## src/rtl/eth_pkg.sv

```systemverilog
// Shared Ethernet definitions: arbiter state encodings, limits and byte-bus widths.
package eth_pkg;

    localparam int ETH_ARB_MAX_REQ = 8;
    localparam int ETH_BYTE_W      = 8;

    typedef enum logic [0:0] {
        ETH_ARB_IDLE = 1'b0,
        ETH_ARB_XFER = 1'b1
    } eth_arb_state_t;

    typedef struct packed {
        logic                  vld;
        logic [ETH_BYTE_W-1:0] dat;
        logic                  sof;
        logic                  eof;
    } eth_byte_t;

endpackage

```

## src/rtl/rr_pick.sv

```systemverilog
// Combinational round-robin picker: first set bit of req scanning upward from ptr, wrapping at N.
module rr_pick #(
    parameter int N = 3,
    parameter int W = 3
) (
    input  logic [N-1:0] req,
    input  logic [W-1:0] ptr,
    output logic [W-1:0] idx,
    output logic         found
);

    always_comb begin
        int j;
        idx   = '0;
        found = 1'b0;
        for (int k = 0; k < N; k++) begin
            j = int'(ptr) + k;
            if (j >= N) j = j - N;
            if (!found && req[j]) begin
                idx   = W'(j);
                found = 1'b1;
            end
        end
    end

endmodule

```

## src/rtl/eth_tx_arb.sv

```systemverilog
// Frame-level round-robin arbiter sharing the eth_mac tx byte port between NREQ sources.
module eth_tx_arb
    import eth_pkg::*;
#(
    parameter int NREQ = 3,
    parameter int IW   = 3
) (
    input  logic                  clk_mac,
    input  logic                  rst,
    input  logic [NREQ-1:0]       req_vld,
    input  logic [8*NREQ-1:0]     req_dat,
    input  logic [NREQ-1:0]       req_sof,
    input  logic [NREQ-1:0]       req_eof,
    output logic [NREQ-1:0]       req_ack,
    output logic                  tx_vld,
    output logic [ETH_BYTE_W-1:0] tx_dat,
    output logic                  tx_sof,
    output logic                  tx_eof,
    input  logic                  tx_ack,
    output logic [NREQ-1:0]       grant,
    output logic                  busy,
    output logic                  drop,
    output logic                  proto_err
);

    eth_arb_state_t  state_q, state_d;
    logic [IW-1:0]   ptr_q, ptr_d;
    logic [IW-1:0]   gidx_q, gidx_d;
    logic            first_q, first_d;
    logic            drop_q, drop_d;
    logic            perr_q, perr_d;
    logic [NREQ-1:0] cand, stale;
    logic [IW-1:0]   win;
    logic            found;
    logic            hit;
    eth_byte_t       sel;

    assign cand  = req_vld & req_sof;
    assign stale = req_vld & ~req_sof;

    rr_pick #(.N(NREQ), .W(IW)) u_pick (
        .req   (cand),
        .ptr   (ptr_q),
        .idx   (win),
        .found (found)
    );

    always_ff @(posedge clk_mac) begin
        if (rst) begin
            state_q <= ETH_ARB_IDLE;
            ptr_q   <= '0;
            gidx_q  <= '0;
            first_q <= 1'b0;
            drop_q  <= 1'b0;
            perr_q  <= 1'b0;
        end else begin
            state_q <= state_d;
            ptr_q   <= ptr_d;
            gidx_q  <= gidx_d;
            first_q <= first_d;
            drop_q  <= drop_d;
            perr_q  <= perr_d;
        end
    end

    always_comb begin
        state_d = state_q;
        ptr_d   = ptr_q;
        gidx_d  = gidx_q;
        first_d = first_q;
        drop_d  = 1'b0;
        perr_d  = 1'b0;
        hit     = 1'b0;
        sel     = '0;
        req_ack = '0;
        grant   = '0;
        unique case (state_q)
            ETH_ARB_IDLE: begin
                if (found) begin
                    state_d = ETH_ARB_XFER;
                    gidx_d  = win;
                    ptr_d   = (win == IW'(NREQ - 1)) ? '0 : win + IW'(1);
                    first_d = 1'b1;
                end else begin
                    // Flush the lowest-indexed stale byte so its source cannot stall forever.
                    for (int i = 0; i < NREQ; i++) begin
                        if (stale[i] && !hit) begin
                            req_ack[i] = 1'b1;
                            hit        = 1'b1;
                        end
                    end
                    drop_d = hit;
                end
            end
            ETH_ARB_XFER: begin
                for (int i = 0; i < NREQ; i++) begin
                    if (gidx_q == IW'(i)) begin
                        sel.vld    = req_vld[i];
                        sel.dat    = req_dat[8*i +: 8];
                        sel.sof    = req_sof[i];
                        sel.eof    = req_eof[i];
                        grant[i]   = 1'b1;
                        req_ack[i] = tx_ack & req_vld[i];
                    end
                end
                if (tx_ack && sel.vld) begin
                    first_d = 1'b0;
                    perr_d  = sel.sof & ~first_q;
                    if (sel.eof) state_d = ETH_ARB_IDLE;
                end
            end
            default: state_d = ETH_ARB_IDLE;
        endcase
    end

    assign tx_vld    = sel.vld;
    assign tx_dat    = sel.dat;
    assign tx_sof    = sel.sof;
    assign tx_eof    = sel.eof;
    assign busy      = (state_q == ETH_ARB_XFER);
    assign drop      = drop_q;
    assign proto_err = perr_q;

endmodule
```

## config.mk

```make
export PLATFORM = sky130hd
export DESIGN_NAME = eth_tx_arb
export DESIGN_NICKNAME = d
export VERILOG_FILES = /design/src/rtl/eth_pkg.sv /design/src/rtl/rr_pick.sv /design/src/rtl/eth_tx_arb.sv
export SDC_FILE = /design/constraint.sdc
export NUM_CORES = 1
export LEC_CHECK = 0
export CORE_UTILIZATION = 25
export CTS_BUF_LIST = sky130_fd_sc_hd__clkbuf_4 sky130_fd_sc_hd__clkbuf_8 sky130_fd_sc_hd__clkbuf_16
export DETAILED_ROUTE_END_ITERATION = 8
export PLACE_DENSITY = 0.54
export SLEW_MARGIN = 20
export SYNTH_ARGS = -nofsm -noshare
export SYNTH_HDL_FRONTEND = slang
export SYNTH_SLANG_ARGS = --single-unit
export TNS_END_PERCENT = 30
```

## constraint.sdc

```tcl
create_clock -name clk_mac -period 3.9 [get_ports clk_mac]
set_clock_uncertainty 0.15 [all_clocks]
set_input_delay 0.585 -clock clk_mac [delete_from_list [all_inputs] [get_ports clk_mac]]
set_output_delay 0.585 -clock clk_mac [all_outputs]
set_load 0.03 [all_outputs]
```

==> Word level (Yosys, flattened, before mapping) <==
Cells that the tools add are included.
{ "classes": {"add_sub_neg": 6, "n_lt_le_gt_ge": 6, "n_eq_ne": 5, "n_mux": 49, "n_bitwise": 10, "reduce_logical": 14} }
{ "ops": {"columns": ["cell", "count"], "rows": [
  ["< comparator 32 x 4 -> 1 bit (second input constant)", 3],
  ["2-to-1 mux 32 bit", 3],
  ["greater-or-equal comparator 32 x 3 -> 1 bit (second input constant)", 2],
  ["subtractor 32 x 3 -> 32 bit (second input constant)", 2],
  ["2-to-1 mux 11 bit", 5],
  ["2-to-1 mux 1 bit", 29],
  ["2-to-1 mux 3 bit", 6],
  ["AND 3 bit", 2],
  ["binary-select mux 1 bit (select 2 bit)", 3],
  ["equality test 3 x 2 -> 1 bit (second input constant)", 2],
  ["one-hot mux 3 bit (2 select lines)", 1],
  ["OR reduction 3 bit", 2],
  ["logical AND 1 bit", 5],
  ["adder 3 x 1 -> 4 bit (second input constant)", 1],
  ["adder 3 x 2 -> 4 bit (second input constant)", 1],
  ["AND 1 bit", 4],
  ["zero test 1 bit", 4],
  ["one-hot mux 1 bit (2 select lines)", 2],
  ["AND reduction 2 bit", 2],
  ["subtractor 3 x 2 -> 4 bit (second input constant)", 1],
  ["adder 3 x 1 -> 3 bit (second input constant)", 1],
  ["equality test 3 x 1 -> 1 bit (second input constant)", 1],
  ["greater-or-equal comparator 3 x 2 -> 1 bit (second input constant)", 1],
  ["zero test 3 bit", 1],
  ["4 further kinds", 6]
]} }
{ "totals": {"reg_bits": 10, "input_bits": 36, "out_inout_bits": 20, "wordCells": 96} }

==> Longest topological paths before layout <==
Gate-level depths: netlist of the first run.
{ "logic_depth": {"depth_word": 24, "mapped_depth": 11, "ltp_nobuf": 10} }

==> By module <==
Synthesis of the first run repeated with hierarchy kept, for this count alone.
{ "unflattened": {"hier_cells": 178, "hier_area_um2": 1272.5} }
{ "by_module_without_submodules": {"columns": ["module", "n_inst", "cells_each", "area_per_inst_um2", "seq_area_each_um2"], "rows": [
  ["eth_tx_arb", 1, 118, 828.3, 200.2],
  ["rr_pick", 1, 60, 444.2, 0.0]
]} }

==> Worst setup path before layout of the first run <==
Ideal clock, no wire load.
{ "synth_path": {"kind": "reg2out", "from": "register ptr_q[1]", "to": "output req_ack[2]", "arrival_ps": 2995, "t_required_ps": 3165, "slack_ps": 170, "stages_incl_launch_ff": 11, "path_buffers": 0, "cell_sequence": "dfxtp_1 -> ha_1 -> inv_1 -> ha_1 -> or4b_4 -> mux2i_1 -> a211o_1 -> nor2_1 -> nand3_1 -> a2111oi_0 -> o21a_1"} }
{ "synth_via": {"elab_chain_len": 14, "elab_cells_between_ends": 29, "cone_classes": "add/sub (5); order compare (3); mux (17); reduce/logical (4)"} }
{ "synth_lines": {"columns": ["item", "line_no", "text"], "rows": [
  ["start, declared", "eth_tx_arb.sv:27", "logic [IW-1:0] ptr_q, ptr_d;"],
  ["start signal, assigned", "eth_tx_arb.sv:58", "ptr_q <= ptr_d;"],
  ["branches (longest 11 deep; another with subtractor 32 x 3 -> 32 bit)", null, null],
  ["2-to-1 mux 1 bit (*)", "rr_pick.sv:19", "if (!found && req[j]) begin"],
  ["2-to-1 mux 3 bit (*)", "eth_tx_arb.sv:79", "if (found) begin"],
  ["one-hot mux 3 bit (2 select lines) (*)", "eth_tx_arb.sv:77", "unique case (state_q)"],
  ["end, declared", "eth_tx_arb.sv:14", "output logic [NREQ-1:0] req_ack,"]
]} }
Mark *: on every way between the ends. The select of a mux whose other input is x is not followed.

==> Worst setup path after layout of the first run <==
{ "layout_path": {"from": "register ptr_q[0]", "to": "output req_ack[1]"} }
The elaborated chain is that of the path after synthesis.

==> results of run 1 <==
where the power goes:
| part | switching [W] | internal [W] |
|---|---|---|
| combinational | 0.000788 | 0.000609 |
| clock | 0.0000445 | 0.0000890 |
| sequential | 0.0000463 | 0.000142 |
| total | 0.000878 | 0.000840 |
synthesized netlist by cell type (3+ instances only):
| master | count |
|---|---|
| nor2_1 | 18 |
| nor4b_1 | 3 |
| clkbuf_1 | 6 |
| mux2i_1 | 6 |
| a21oi_1 | 24 |
| nand2_1 | 11 |
| and2_1 | 3 |
| nor3_1 | 9 |
| ha_1 | 7 |
| nand2b_1 | 12 |
| inv_1 | 8 |
| nand3_1 | 4 |
| nor2b_1 | 3 |
| o221ai_1 | 8 |
| dfxtp_1 | 10 |
repair_timing:
action,CTS,global route
setup endpoints to repair,0,3
resized for setup,0,6
buffers inserted,0,1
cell usage in the layout, fill, tap and decap left out, types with 2 or more instances in the layout:
cell type and n:
a21oi_1 24, xnor2_1 2, a211oi_1 2, a21o_1 2
or2_2 2, mux2i_1 6, dfxtp_1 10, and2_1 3
o21a_1 2, inv_1 8, nand2b_1 12, a221oi_1 2
o21ai_0 2, nor2_1 17, buf_4 10, clkbuf_8 4
or4b_4 2, nand2_1 11, nor2b_1 3, nand3_1 4
ha_1 6, o221ai_1 8, nor3_1 8, clkdlybuf4s50_1 52
o21ai_1 2, nor4b_1 3
stage by stage:
stage	util	cell area, um^2
floorplan	-	1300
finish	0.414	2020
CTS	0.408	1990
global route	0.414	2020
global placement	0.397	1940
detailed placement	0.397	1940
worst min-delay path by stage:
stage | from | end | slack (ns) | cells past startpoint
5_1_grt | first_q | proto_err | 0.28 | 1
3_3_place_gp | first_q | proto_err | 0.27 | 1
6_report | first_q | proto_err | 0.27 | 1
2_1_floorplan | first_q | proto_err | 0.25 | 1
3_5_place_dp | first_q | proto_err | 0.27 | 1
4_1_cts | first_q | proto_err | 0.28 | 1
layer usage:
layer  routed length, um  up-vias
li1                    -      778
met1                2190      707
met2                1850       46
met3                 228        3
met4                  32        0
met5                   0        -
cell type report:
class,instances,area (um^2)
clock buffer,4,55.1
timing repair buffer,63,607
sequential,10,200
fill,518,2860
multi-input combinational,151,1040
inverter,9,33.8
tap,67,83.8
state kept, by name (all words and copies together), names as in the netlist:
| register | count |
|---|---|
| drop | 1 |
| ptr_q | 3 |
| gidx_q | 3 |
| busy | 1 |
| first_q | 1 |
| proto_err | 1 |
cells by family (layout without fill, tap and decap cells):
group                      after synthesis  after routing  synth area share
and+or+nand+nor                         76             76             0.322
adders and majority gates                7              7            0.0673
muxes                                    6              6            0.0462
buffers and inverters                   18             76            0.0586
AOI/OAI and AO/OA                       58             58             0.319
xor gates and xnor gates                 4              4            0.0327
DFF                                     10             10             0.154
critical path, delay by kind of cell (launching register included):
| kind | cells | cell delay (ns) |
|---|---|---|
| compound gates | 2 | 0.47 |
| fa+ha+maj | 2 | 0.49 |
| buf+inv | 3 | 0.38 |
| flops | 1 | 0.35 |
| mux | 1 | 0.14 |
| simple gates | 4 | 0.94 |
==> impl_metrics.py, run 1 <==
metrics = {
    "run_status": {
        "outcome": "complete, no violations",
    },
    "critical_path": {
        "cp_max_fo": 4,
        "crit_path_start_kind": "flop",
        "cp-end-kind": "output pin",
        "arrival_ns": 3.01,
        "worstSetupEndpoint": "req_ack[1]",
        "required_ns": 3.16,
        "path_class": "reg -> out",
        "r2r_start": "ptr_q[1]",
        "worst_path_largest_cell_delay_ns": 0.53,
        "rrSetupSlack_ns": 0.82,
        "path_common_cell": "buf_4",
        "crit_chain": "ha_2 -> inv_1 -> ha_1 -> or4b_4 -> mux2i_1 -> a211o_1 -> nor2_2 -> nand3_1 -> buf_4 -> nor3_2 -> o21a_1 -> buf_4",
        "startpoint": "ptr_q[0]",
        "r2r-end": "ptr_q[0]",
        "cp_slowest_cell": "or4b_4",
        "reg2reg_depth": 11,
    },
    "synthesis": {
        "syn_inst": 179,
        "syn_area_per_cell_um2": 7.27,
        "synthDominantCellAreaShare": 0.154,
        "synth_top_cell_by_area": "dfxtp_1",
        "syn-num-nets": 222,
        "ys_ff_latch": 10,
        "yosys_warnings": 0,
        "seq_area_frac_synth": 0.154,
        "synthFlopType": "dfxtp_1",
        "synth_area_leaders": "dfxtp_1 (15%), a21oi_1 (9.2%), ha_1 (6.7%)",
        "async_flop_share": 0,
        "syn_area_um2": 1300,
        "synth_cell_types": 53,
        "synth-edff-count": 0,
    },
    "floorplan": {
        "start_util": 0.267,
        "io_pins": 56,
        "fp.dieW_um": 74.1,
        "die_h_um": 74.1,
        "fp.dieArea_um2": 5500,
        "core_area_um2": 4880,
        "num_rows": 25,
    },
    "global_routing": {
        "overflow": 0,
        "grt_pass1_wl_um": 6600,
        "busiest_layer": "met2",
        "grt_use_met3": 0.0203,
        "antenna_found_initial": 0,
        "track_usage": 0.154,
        "groute.layer.met2.usage": 0.233,
        "grt_max_degree": 16,
        "use_met1": 0.227,
        "grt_pass1_vias": 1361,
    },
    "drt": {
        "wire_per_inst_um": 14.1,
        "vias_per_cell": 5.05,
        "vias": 1534,
        "drc_errors": 0,
        "drt_iter0_markers": 103,
        "ant_nets": 0,
        "routed_wl_um": 4300,
        "firstDrtPassIters": 4,
    },
    "run": {
        "maxCapViolations": 0,
    },
    "sta": {
        "clock.fmax_mhz": 267,
        "holdWs_ns": 0.271,
        "finalSetupViolCount": 0,
        "fin_crit_ns": 3.75,
        "finalMaxSlewViolations": 0,
        "setup-tns-final_ns": 0,
        "hold_viol_final": 0,
        "final.setup.worst_slack_ns": 0.155,
        "slew-limit-headroom": 0.644,
        "worstMarginPinSlew_ns": 0.533,
        "fin_crit_sh": 0.960,
    },
    "placement": {
        "gp_congestion": 0.889,
        "post-place-ws_ns": 0.329,
        "place_inst": 299,
        "hpwl_um": 3360,
        "io_buffers": 55,
    },
    "power_and_ir_drop": {
        "ir_drop_mv": 0.222,
        "p_total_w": 0.00172,
        "leakage_nw": 0.774,
        "power_density_nw_per_um2": 850,
    },
    "clock_network": {
        "cts_made_buffers": 3,
        "clockBufferDepth": 2,
        "tritoncts": "done",
        "cts_hold_buf": 0,
        "cts.htree.levels": 1,
        "cts_root_buf": "clkbuf_8",
        "clkLatencyLatePin_ns": 0.24,
        "cts.sinks": 10,
        "cts.reportedPaths.clkPinSlew_ns": 0.05,
    },
    "finish": {
        "layout-drive-gt1-share": 0.131,
        "layout.nets": 281,
        "antenna_cells": 0,
        "layout.cells.non_filler": 304,
        "area_growth_pct": 55.3,
    },
    "worst_hold_path": {
        "hold_path.class": "reg -> reg",
    },
}
Power figures use the tool's default switching activity.
==> run 2: changes to the inputs <==
ABC_CLOCK_PERIOD_IN_PS = 3000   (was unset)
PLACE_DENSITY = 0.56   (was 0.54)
clock period = 3 ns   (was 3.9 ns; I/O delays follow)
==> impl_metrics.py, run 2 (synthesized netlist as in run 1, its figures left out) <==
metrics = {
    "global_routing": {
        "grt_pass1_vias": 1496,
        "antenna_found_initial": 0,
        "grt_max_degree": 14,
        "overflow": 0,
        "track_usage": 0.164,
        "grt_pass1_wl_um": 7050,
    },
    "clock_network": {
        "cts.htree.levels": 1,
        "tritoncts": "done",
        "cts_hold_buf": 0,
        "cts_made_buffers": 3,
        "clkLatencyLatePin_ns": 0.24,
        "cts_root_buf": "clkbuf_8",
        "clockBufferDepth": 2,
        "cts.sinks": 10,
        "cts.reportedPaths.clkPinSlew_ns": 0.05,
    },
    "run_status": {
        "outcome": "finished, violations left",
        "violations": "negative setup slack",
    },
    "floorplan": {
        "core_area_um2": 4880,
        "io_pins": 56,
        "num_rows": 25,
        "fp.dieW_um": 74.1,
        "start_util": 0.267,
        "fp.dieArea_um2": 5500,
        "die_h_um": 74.1,
    },
    "sta": {
        "final.setup.worst_slack_ns": -0.341,
        "finalMaxSlewViolations": 0,
        "worstMarginPinSlew_ns": 0.433,
        "fin_crit_ns": 3.34,
        "slew-limit-headroom": 0.707,
        "fin_crit_sh": 1.11,
        "rsz0062_at_grt": "yes",
        "clock.fmax_mhz": 299,
        "hold_viol_final": 0,
        "finalSetupViolCount": 3,
    },
    "drt": {
        "drt_iter0_markers": 51,
        "vias_per_cell": 4.85,
        "vias": 1620,
        "drc_errors": 0,
        "firstDrtPassIters": 4,
        "ant_nets": 0,
        "routed_wl_um": 4530,
        "wire_per_inst_um": 13.6,
    },
    "finish": {
        "layout_common_cells": "clkdlybuf4s50_1 (51), buf_4 (37), a21oi_1 (23)",
        "layout-drive-gt1-share": 0.281,
        "area_growth_pct": 82.4,
        "layout.cells.non_filler": 334,
        "final_common_cell": "clkdlybuf4s50_1",
        "multi_input_area_um2": 1150,
        "top_regs": "gidx_q (3), ptr_q (3)",
        "layout.nets": 311,
        "num-fill-cells": 510,
        "antenna_cells": 0,
        "regArea_um2": 208,
    },
    "power_and_ir_drop": {
        "leakage_nw": 0.970,
        "ir_drop_mv": 0.319,
        "power_density_nw_per_um2": 1120,
        "p_total_w": 0.00267,
    },
    "placement": {
        "gp_congestion": 0.773,
        "place_inst": 328,
        "io_buffers": 55,
        "post-place-ws_ns": -0.200,
        "hpwl_um": 3710,
    },
    "critical_path": {
        "crit_path_start_kind": "flop",
        "path_class": "reg -> out",
        "arrival_ns": 2.74,
        "required_ns": 2.40,
        "cp_max_fo": 4,
        "cp-end-kind": "output pin",
    },
    "worst_hold_path": {
        "hold_path.class": "reg -> reg",
    },
    "run": {
        "maxCapViolations": 0,
    },
}
==> run 2: stage by stage <==
stage                     instance area, um^2   util  TNS [ns]  hold WS (ns)
after floorplan                          1350      -    -0.385         0.247
after global placement                   2210  0.452    -0.414         0.259
after detailed placement                 2210  0.452    -0.482         0.272
after CTS                                2280  0.468     -1.10         0.282
after global routing                     2370  0.486     -1.33         0.321
final                                    2370  0.486    -0.955         0.279
==> run 2: layout make-up <==
type | count | area share
repair buffers | 93 | 0.356
flip-flops and latches | 10 | 0.0875
multi-input cells | 151 | 0.483
clock buffers | 4 | 0.0232
well taps | 67 | 0.0353
inverters | 9 | 0.0142
==> run 2: per-layer routing <==
metal	global-route usage	routed length (um)
met4	0.0513	49
met2	0.276	2150
met1	0.218	2150
met5	0	0
met3	0.0217	176
==> run 2: path summary, 6_finish.rpt <==
check / start / end / slack, ns / depth (start not counted)
worst max-delay path: ptr_q[1] / req_ack[2] / -0.34 / 11
worst min-delay path: first_q / proto_err / 0.28 / 1
worst max register to register: ptr_q[1] / ptr_q[0] / 0.05 / 12
worst min register to register: first_q / proto_err / 0.28 / 1
==> run 2: critical path, cell delays in order, from the launching register on <==
cell and delay (ns):
dfxtp_4 0.36, ha_4 0.16, inv_2 0.05, ha_4 0.19, or4b_4 0.50, mux2i_1 0.14, a211o_1 0.28, nor2_2 0.12
nand3_2 0.12, a2111oi_4 0.28, o21a_2 0.18, buf_6 0.13
==> run 2: power by group <==
| part | leakage, nW | internal, W | switching, W | total [W] |
|---|---|---|---|---|
| logic | 0.858 | 0.00109 | 0.00115 | 0.00225 |
| clock network | 0.0288 | 0.000116 | 0.0000584 | 0.000174 |
| registers | 0.0835 | 0.000190 | 0.0000574 | 0.000247 |
==> run 2: timing repair <==
item / 4_1_cts / 5_1_grt
endpoints found under the setup margin: 5 / 14
gates resized for setup: 5 / 12
setup buffers: 0 / 2
pin swaps: 5 / 4
